--- src/rtl/graphics_command_decoder_if.sv ---
// Command-stream and pixel/palette bus between the SPI register block, the
// command decoder, the frame buffer and the colour palette.
interface graphics_command_decoder_if;
   logic [7:0]  op_code_in;
   logic        op_code_valid_in;
   logic [7:0]  operand_in;
   logic        operand_valid_in;
   logic        busy_out;
   logic [17:0] pixel_write_address_out;
   logic [3:0]  pixel_write_data_out;
   logic        pixel_write_enable_out;
   logic        pixel_write_buffer_ready_in;
   logic        switch_write_buffer_out;
   logic        assign_color_enable_out;
   logic [3:0]  assign_color_index_out;
   logic [9:0]  assign_color_value_out;

   // Command source / frame-buffer side.
   modport master (
      output op_code_in, op_code_valid_in, operand_in, operand_valid_in,
      output pixel_write_buffer_ready_in,
      input  busy_out, pixel_write_address_out, pixel_write_data_out,
      input  pixel_write_enable_out, switch_write_buffer_out,
      input  assign_color_enable_out, assign_color_index_out, assign_color_value_out
   );

   // Decoder side.
   modport slave (
      input  op_code_in, op_code_valid_in, operand_in, operand_valid_in,
      input  pixel_write_buffer_ready_in,
      output busy_out, pixel_write_address_out, pixel_write_data_out,
      output pixel_write_enable_out, switch_write_buffer_out,
      output assign_color_enable_out, assign_color_index_out, assign_color_value_out
   );
endinterface

--- src/rtl/graphics_command_decoder.sv ---
// Byte-serial graphics command decoder: collects op code operands, issues
// palette assignments and buffer swaps, and runs clipped rectangle fills in
// raster order against a back-pressured frame buffer.
module graphics_command_decoder #(
   parameter int unsigned SCREEN_WIDTH  = 640,
   parameter int unsigned SCREEN_HEIGHT = 400
) (
   input logic                       clock_in,
   input logic                       reset_in,
   graphics_command_decoder_if.slave bus
);

   localparam logic [7:0] OpAssignColor = 8'h10;
   localparam logic [7:0] OpFillRect    = 8'h12;
   localparam logic [7:0] OpSwitch      = 8'h14;
   localparam logic [7:0] OpClear       = 8'h16;

   localparam logic [15:0] Width16  = 16'(SCREEN_WIDTH);
   localparam logic [15:0] Height16 = 16'(SCREEN_HEIGHT);
   localparam logic [16:0] Width17  = 17'(SCREEN_WIDTH);
   localparam logic [16:0] Height17 = 17'(SCREEN_HEIGHT);
   localparam logic [17:0] Width18  = 18'(SCREEN_WIDTH);

   typedef enum logic [1:0] {StIdle, StCollect, StClip, StDraw} state_e;

   state_e      state_q;
   logic [7:0]  op_q;
   logic [3:0]  cnt_q;
   logic [15:0] x_q, y_q, w_q, h_q;
   logic [3:0]  color_q;
   logic [3:0]  ac_index_q;
   logic [1:0]  ac_hi_q;

   // Raster walk state
   logic [15:0] cur_x_q, cur_y_q, x_start_q, x_end_q, y_end_q;
   logic [17:0] row_base_q;

   // Registered outputs
   logic        busy_q;
   logic [17:0] addr_q;
   logic [3:0]  data_q;
   logic        switch_q;
   logic        ac_en_q;
   logic [3:0]  ac_idx_out_q;
   logic [9:0]  ac_val_q;

   // Clip results
   logic [16:0] x_sum, y_sum;
   logic [15:0] x_end_c, y_end_c;
   logic        clip_empty;
   logic [17:0] row_base_c;

   // Clip window and the one row-base multiply, consumed only in StClip.
   always_comb begin
      x_sum      = {1'b0, x_q} + {1'b0, w_q};
      y_sum      = {1'b0, y_q} + {1'b0, h_q};
      x_end_c    = (x_sum > Width17) ? Width16 : x_sum[15:0];
      y_end_c    = (y_sum > Height17) ? Height16 : y_sum[15:0];
      clip_empty = (x_q >= Width16) || (y_q >= Height16) || (w_q == '0) || (h_q == '0);
      row_base_c = 18'(y_q) * Width18;
   end

   // Command FSM with registered outputs.
   always_ff @(posedge clock_in or posedge reset_in) begin
      if (reset_in) begin
         state_q      <= StIdle;
         op_q         <= '0;
         cnt_q        <= '0;
         x_q          <= '0;
         y_q          <= '0;
         w_q          <= '0;
         h_q          <= '0;
         color_q      <= '0;
         ac_index_q   <= '0;
         ac_hi_q      <= '0;
         cur_x_q      <= '0;
         cur_y_q      <= '0;
         x_start_q    <= '0;
         x_end_q      <= '0;
         y_end_q      <= '0;
         row_base_q   <= '0;
         busy_q       <= 1'b0;
         addr_q       <= '0;
         data_q       <= '0;
         switch_q     <= 1'b0;
         ac_en_q      <= 1'b0;
         ac_idx_out_q <= '0;
         ac_val_q     <= '0;
      end else begin
         switch_q <= 1'b0;
         ac_en_q  <= 1'b0;
         unique case (state_q)
            StIdle, StCollect: begin
               // A new op code always wins and restarts collection.
               if (bus.op_code_valid_in) begin
                  cnt_q <= '0;
                  op_q  <= bus.op_code_in;
                  case (bus.op_code_in)
                     OpAssignColor, OpFillRect: state_q <= StCollect;
                     OpSwitch: begin
                        switch_q <= 1'b1;
                        state_q  <= StIdle;
                     end
                     OpClear: begin
                        x_q     <= '0;
                        y_q     <= '0;
                        w_q     <= Width16;
                        h_q     <= Height16;
                        color_q <= '0;
                        busy_q  <= 1'b1;
                        state_q <= StClip;
                     end
                     default: state_q <= StIdle;
                  endcase
               end else if (bus.operand_valid_in && (state_q == StCollect)) begin
                  cnt_q <= cnt_q + 4'd1;
                  if (op_q == OpAssignColor) begin
                     case (cnt_q)
                        4'd0: ac_index_q <= bus.operand_in[3:0];
                        4'd1: ac_hi_q    <= bus.operand_in[1:0];
                        default: begin
                           ac_en_q      <= 1'b1;
                           ac_idx_out_q <= ac_index_q;
                           ac_val_q     <= {ac_hi_q, bus.operand_in};
                           state_q      <= StIdle;
                        end
                     endcase
                  end else begin
                     case (cnt_q)
                        4'd0: x_q[15:8] <= bus.operand_in;
                        4'd1: x_q[7:0]  <= bus.operand_in;
                        4'd2: y_q[15:8] <= bus.operand_in;
                        4'd3: y_q[7:0]  <= bus.operand_in;
                        4'd4: w_q[15:8] <= bus.operand_in;
                        4'd5: w_q[7:0]  <= bus.operand_in;
                        4'd6: h_q[15:8] <= bus.operand_in;
                        4'd7: h_q[7:0]  <= bus.operand_in;
                        default: begin
                           color_q <= bus.operand_in[3:0];
                           busy_q  <= 1'b1;
                           state_q <= StClip;
                        end
                     endcase
                  end
               end
            end
            StClip: begin
               if (clip_empty) begin
                  busy_q  <= 1'b0;
                  state_q <= StIdle;
               end else begin
                  cur_x_q    <= x_q;
                  cur_y_q    <= y_q;
                  x_start_q  <= x_q;
                  x_end_q    <= x_end_c;
                  y_end_q    <= y_end_c;
                  row_base_q <= row_base_c;
                  addr_q     <= row_base_c + 18'(x_q);
                  data_q     <= color_q;
                  state_q    <= StDraw;
               end
            end
            StDraw: begin
               // Advance only on cycles the frame buffer accepted the pixel.
               if (bus.pixel_write_buffer_ready_in) begin
                  if (cur_x_q + 16'd1 == x_end_q) begin
                     if (cur_y_q + 16'd1 == y_end_q) begin
                        busy_q  <= 1'b0;
                        state_q <= StIdle;
                     end else begin
                        cur_y_q    <= cur_y_q + 16'd1;
                        cur_x_q    <= x_start_q;
                        row_base_q <= row_base_q + Width18;
                        addr_q     <= row_base_q + Width18 + 18'(x_start_q);
                     end
                  end else begin
                     cur_x_q <= cur_x_q + 16'd1;
                     addr_q  <= addr_q + 18'd1;
                  end
               end
            end
            default: state_q <= StIdle;
         endcase
      end
   end

   assign bus.busy_out                = busy_q;
   assign bus.pixel_write_address_out = addr_q;
   assign bus.pixel_write_data_out    = data_q;
   // Gated by ready so a stalled frame buffer never sees a strobe.
   assign bus.pixel_write_enable_out  = (state_q == StDraw) && bus.pixel_write_buffer_ready_in;
   assign bus.switch_write_buffer_out = switch_q;
   assign bus.assign_color_enable_out = ac_en_q;
   assign bus.assign_color_index_out  = ac_idx_out_q;
   assign bus.assign_color_value_out  = ac_val_q;

endmodule

--- src/flat_wrapper.sv ---
// flat-port wrapper written by rule: the top's interface ports become plain ports
module graphics_command_decoder_flat 
#(
   parameter int unsigned SCREEN_WIDTH  = 640,
   parameter int unsigned SCREEN_HEIGHT = 400
)
  (clock_in, reset_in, bus_op_code_in, bus_op_code_valid_in, bus_operand_in, bus_operand_valid_in, bus_pixel_write_buffer_ready_in, bus_busy_out, bus_pixel_write_address_out, bus_pixel_write_data_out, bus_pixel_write_enable_out, bus_switch_write_buffer_out, bus_assign_color_enable_out, bus_assign_color_index_out, bus_assign_color_value_out);
  graphics_command_decoder_if bus_i ();
  input logic clock_in;
  input logic reset_in;
  input wire logic [$bits(bus_i.op_code_in)-1:0] bus_op_code_in;
  input wire logic [$bits(bus_i.op_code_valid_in)-1:0] bus_op_code_valid_in;
  input wire logic [$bits(bus_i.operand_in)-1:0] bus_operand_in;
  input wire logic [$bits(bus_i.operand_valid_in)-1:0] bus_operand_valid_in;
  input wire logic [$bits(bus_i.pixel_write_buffer_ready_in)-1:0] bus_pixel_write_buffer_ready_in;
  output wire logic [$bits(bus_i.busy_out)-1:0] bus_busy_out;
  output wire logic [$bits(bus_i.pixel_write_address_out)-1:0] bus_pixel_write_address_out;
  output wire logic [$bits(bus_i.pixel_write_data_out)-1:0] bus_pixel_write_data_out;
  output wire logic [$bits(bus_i.pixel_write_enable_out)-1:0] bus_pixel_write_enable_out;
  output wire logic [$bits(bus_i.switch_write_buffer_out)-1:0] bus_switch_write_buffer_out;
  output wire logic [$bits(bus_i.assign_color_enable_out)-1:0] bus_assign_color_enable_out;
  output wire logic [$bits(bus_i.assign_color_index_out)-1:0] bus_assign_color_index_out;
  output wire logic [$bits(bus_i.assign_color_value_out)-1:0] bus_assign_color_value_out;
  assign bus_i.op_code_in = bus_op_code_in;
  assign bus_i.op_code_valid_in = bus_op_code_valid_in;
  assign bus_i.operand_in = bus_operand_in;
  assign bus_i.operand_valid_in = bus_operand_valid_in;
  assign bus_i.pixel_write_buffer_ready_in = bus_pixel_write_buffer_ready_in;
  assign bus_busy_out = bus_i.busy_out;
  assign bus_pixel_write_address_out = bus_i.pixel_write_address_out;
  assign bus_pixel_write_data_out = bus_i.pixel_write_data_out;
  assign bus_pixel_write_enable_out = bus_i.pixel_write_enable_out;
  assign bus_switch_write_buffer_out = bus_i.switch_write_buffer_out;
  assign bus_assign_color_enable_out = bus_i.assign_color_enable_out;
  assign bus_assign_color_index_out = bus_i.assign_color_index_out;
  assign bus_assign_color_value_out = bus_i.assign_color_value_out;
  graphics_command_decoder #(.SCREEN_WIDTH(SCREEN_WIDTH), .SCREEN_HEIGHT(SCREEN_HEIGHT)) u_core (.clock_in(clock_in), .reset_in(reset_in), .bus(bus_i));
endmodule
--- config.mk ---
export PLATFORM = sky130hd
export DESIGN_NAME = graphics_command_decoder_flat
export DESIGN_NICKNAME = d
export VERILOG_FILES = /design/src/rtl/graphics_command_decoder_if.sv /design/src/rtl/graphics_command_decoder.sv /design/src/flat_wrapper.sv
export SDC_FILE = /design/constraint.sdc
export NUM_CORES = 1
export LEC_CHECK = 0
export ABC_CLOCK_PERIOD_IN_PS = 9600
export CORE_MARGIN = 1.5
export CORE_UTILIZATION = 55
export DETAILED_ROUTE_END_ITERATION = 12
export HOLD_SLACK_MARGIN = 0.03
export PLACE_DENSITY = 0.73
export SLEW_MARGIN = 10
export SYNTH_ARGS = -nofsm -noshare
export SYNTH_HDL_FRONTEND = slang
export SYNTH_SLANG_ARGS = --single-unit
--- constraint.sdc ---
create_clock -name clock_in -period 9.6 [get_ports clock_in]
set_clock_uncertainty 0.2 [all_clocks]
set_input_delay 2.4 -clock clock_in [delete_from_list [all_inputs] [get_ports clock_in]]
set_output_delay 2.4 -clock clock_in [all_outputs]
set_load 0.005 [all_outputs]
==> results.json <==
{
  "status": "complete, no violations",
  "crit_type": "input pin to output port",
  "tightest_slew_ns": 1.19,
  "vias_per_cell": 6.21,
  "clk_pin_slew_worst_paths_ns": 0.06,
  "hold_viol": 0,
  "arrival_ns": 3.96,
  "die_w_um": 163,
  "synth-async-reset-ratio_pct": 100,
  "grt_use_total_pct": 29.3,
  "utilization_pct": 62.8,
  "ctsResizeCount": 0,
  "worstHoldStart": "u_core.x_start_q[2]$_DFFE_PP0P_",
  "synth.area.top_cells": "dfrtp_1, ha_1, mux2_2, nand2_1, xnor2_1",
  "htreeDepth": 1,
  "coreArea_um2": 25100,
  "maxSlewHeadroom_pct": 20.0,
  "hold_class": "register to register",
  "drv_slew": 0,
  "ff2ff_setup_slack_ns": 5.29,
  "yosysTopAreaCell": "dfrtp_1",
  "cts_buffers": 25,
  "clock_sinks": 218,
  "yosys_most_used_dff": "dfrtp_1",
  "insertion_delay_ns": 0.54,
  "syn_nets": 1644,
  "final_cells": 1923,
  "grt_pass1_vias": 11700,
  "dpl.hpwl_um": 26600,
  "placedCellCount": 1877,
  "cts_tree": "done",
  "ios": 61,
  "synth.avg_cell_area_um2": 9.10,
  "synth_cell_type_count": 79,
  "drive_above_1_share_pct": 9.92,
  "finalSetupViolCount": 0,
  "fin_setup_tns_ns": 0,
  "ir_worst_vdd_uv": 155,
  "holdBufCountCts": 0,
  "ys_seq_area_share_pct": 38.8,
  "post-route-period-util_pct": 68.4,
  "diodes": 0,
  "cp-end-kind": "output port",
  "port_buffers": 60,
  "first_pass_iters": 5,
  "grt_max_degree": 99,
  "netlist_area_um2": 14100,
  "r2r-start": "u_core.cur_y_q[0]$_DFFE_PP0P_",
  "synthCells": 1545,
  "crit_path_start_kind": "input pin",
  "final_nets": 1673,
  "gp_congestion": 0.878,
  "yosysTopAreaCellShare_pct": 38.8,
  "rsz0062_at_grt": "false",
  "die_area_um2": 26500,
  "synth-edff-count": 0,
  "overflow": 0,
  "clockRootBuffer": "clkbuf_16",
  "crit_required_ns": 7.00,
  "max_freq_ghz": 0.152,
  "num_vias": 11900,
  "initial_core_util_pct": 56.0,
  "ys.warnings.count": 0,
  "cp_max_fo": 9,
  "antenna_left": 0,
  "fin_total_pwr_uw": 4850,
  "grt_first_pass_wirelength_um": 62000,
  "power.leakage_uw": 0.00702,
  "chipHeight_um": 163,
  "fin_crit_ns": 6.56,
  "drtIter0Drc": 1006,
  "rows": 58,
  "startpoint": "bus_pixel_write_buffer_ready_in",
  "drc_errors": 0,
  "area_growth_pct": 12.1,
  "synth_seq_cells": 218,
  "max-clock-path-buffers": 3,
  "power_density_nw_per_um2": 308,
  "cts_post_setup_buffers_inserted": 0,
  "timing.max_cap.violations": 0,
  "antenna_found_initial": 0,
  "wire_per_inst_um": 19.7,
  "wl_um": 37900
}
sequential cells by signal, summed over array words and instances (netlist names), 8 cells and up:
register and count:
u_core.w_q 16, u_core.cur_y_q 16, u_core.op_q 8, u_core.bus.assign_color_value_out 10, u_core.row_base_q 11, u_core.x_q 16
u_core.y_end_q 16, u_core.cur_x_q 16, u_core.y_q 16, u_core.x_end_q 16, u_core.h_q 16, u_core.x_start_q 16
u_core.bus.pixel_write_address_out 18
metrics by stage:
| step | hold WS (ns) | area, um^2 | setup slack, ns |
|---|---|---|---|
| 6_report | 0.269 | 15800 | 3.04 |
| 5_1_grt | 0.301 | 15800 | 3.05 |
| 4_1_cts | 0.270 | 15800 | 3.08 |
| 3_5_place_dp | 0.258 | 14900 | 3.08 |
| 3_3_place_gp | 0.240 | 14900 | 3.09 |
| 2_1_floorplan | 0.233 | 14100 | 1.04 |
placed cells by master (no fill, tap or decap), types with 14 or more instances in the layout:
cell             netlist  layout
a21o_1                16      16
a21oi_1              108     108
a22o_1                14      14
a31oi_1               15      14
and2_1                21      20
and3_1                17      17
clkbuf_16              0      25
clkdlybuf4s50_1        0      60
dfrtp_1              218     218
ha_1                  74      74
inv_1                 41      40
mux2_2                80      80
nand2_1              174     174
nand2b_1              21      21
nand3_1               48      48
nand4_1               18      18
nor2_1               132     132
nor2b_1               21      21
nor3_1                35      34
nor4_1                23      23
o211ai_1              14      14
o21ai_0               91      91
o22ai_1               21      21
xnor2_1               67      67
xor2_1                33      33
critical path, cell delays in order:
cell and delay [ns]:
clkdlybuf4s50_1 0.50, and3_1 0.44, clkdlybuf4s50_1 0.62
per-layer routing:
metal / vias up / share of wire (%) / global-route usage (%)
li1: 5672 / - / -
met3: 71 / 6.7 / 5.17
met1: 5802 / 44 / 39.8
met2: 391 / 46 / 47.1
met5: - / 0 / 0
met4: 0 / 3.1 / 10.1
cell families (layout without fill, tap and decap cells):
| group | after synthesis | in the layout | synth area share [%] |
|---|---|---|---|
| compound gates | 385 | 385 | 17.6 |
| mux | 93 | 93 | 7.33 |
| fa+ha+maj | 78 | 78 | 7.15 |
| simple gates | 562 | 562 | 19.8 |
| flops | 218 | 218 | 38.8 |
| buf+inv | 109 | 157 | 3.18 |
| xor+xnor | 100 | 100 | 6.23 |
synthesized netlist by cell type (all sizes together) (15+ instances only):
| library cell | count |
|---|---|
| nand4 | 19 |
| mux2 | 80 |
| o22ai | 21 |
| nand3 | 48 |
| a21oi | 108 |
| nand2b | 21 |
| ha | 74 |
| nor4 | 26 |
| nor2 | 132 |
| xnor2 | 67 |
| a31oi | 15 |
| nor3 | 35 |
| nor2b | 21 |
| and2 | 21 |
| inv | 41 |
| and3 | 17 |
| a21o | 16 |
| xor2 | 33 |
| nand2 | 175 |
| clkbuf | 45 |
| o21ai | 93 |
| dfrtp | 218 |
| buf | 23 |
area by class of cell:
type,count,area [um^2]
Fill cell,2186,9340
Multi-Input combinational cell,1218,8180
Sequential cell,218,5460
Clock buffer,35,703
Timing Repair Buffer,70,676
Tap cell,330,413
Clock inverter,11,179
Inverter,41,161
final timing paths:
check / endpoint / depth (start not counted)
worst max-delay path: bus_pixel_write_enable_out / 3
worst min-delay path: u_core.x_start_q[2]$_DFFE_PP0P_ / 2
worst max register to register: u_core.bus.pixel_write_address_out[17]$_DFFE_PP0P_ / 10
worst min register to register: u_core.x_start_q[2]$_DFFE_PP0P_ / 2
max in group asynchronous: u_core.y_end_q[9]$_DFFE_PP0P_ / 3
min in group asynchronous: u_core.ac_index_q[2]$_DFFE_PP0P_ / 2
where the power goes:
part           total (uW)  internal, uW  switching (uW)
combinational        2210          1010            1200
clock                1020           622             402
sequential           1620          1190             433
total                4850          2820            2030
Note: power is estimated with default switching activity, not from simulation.
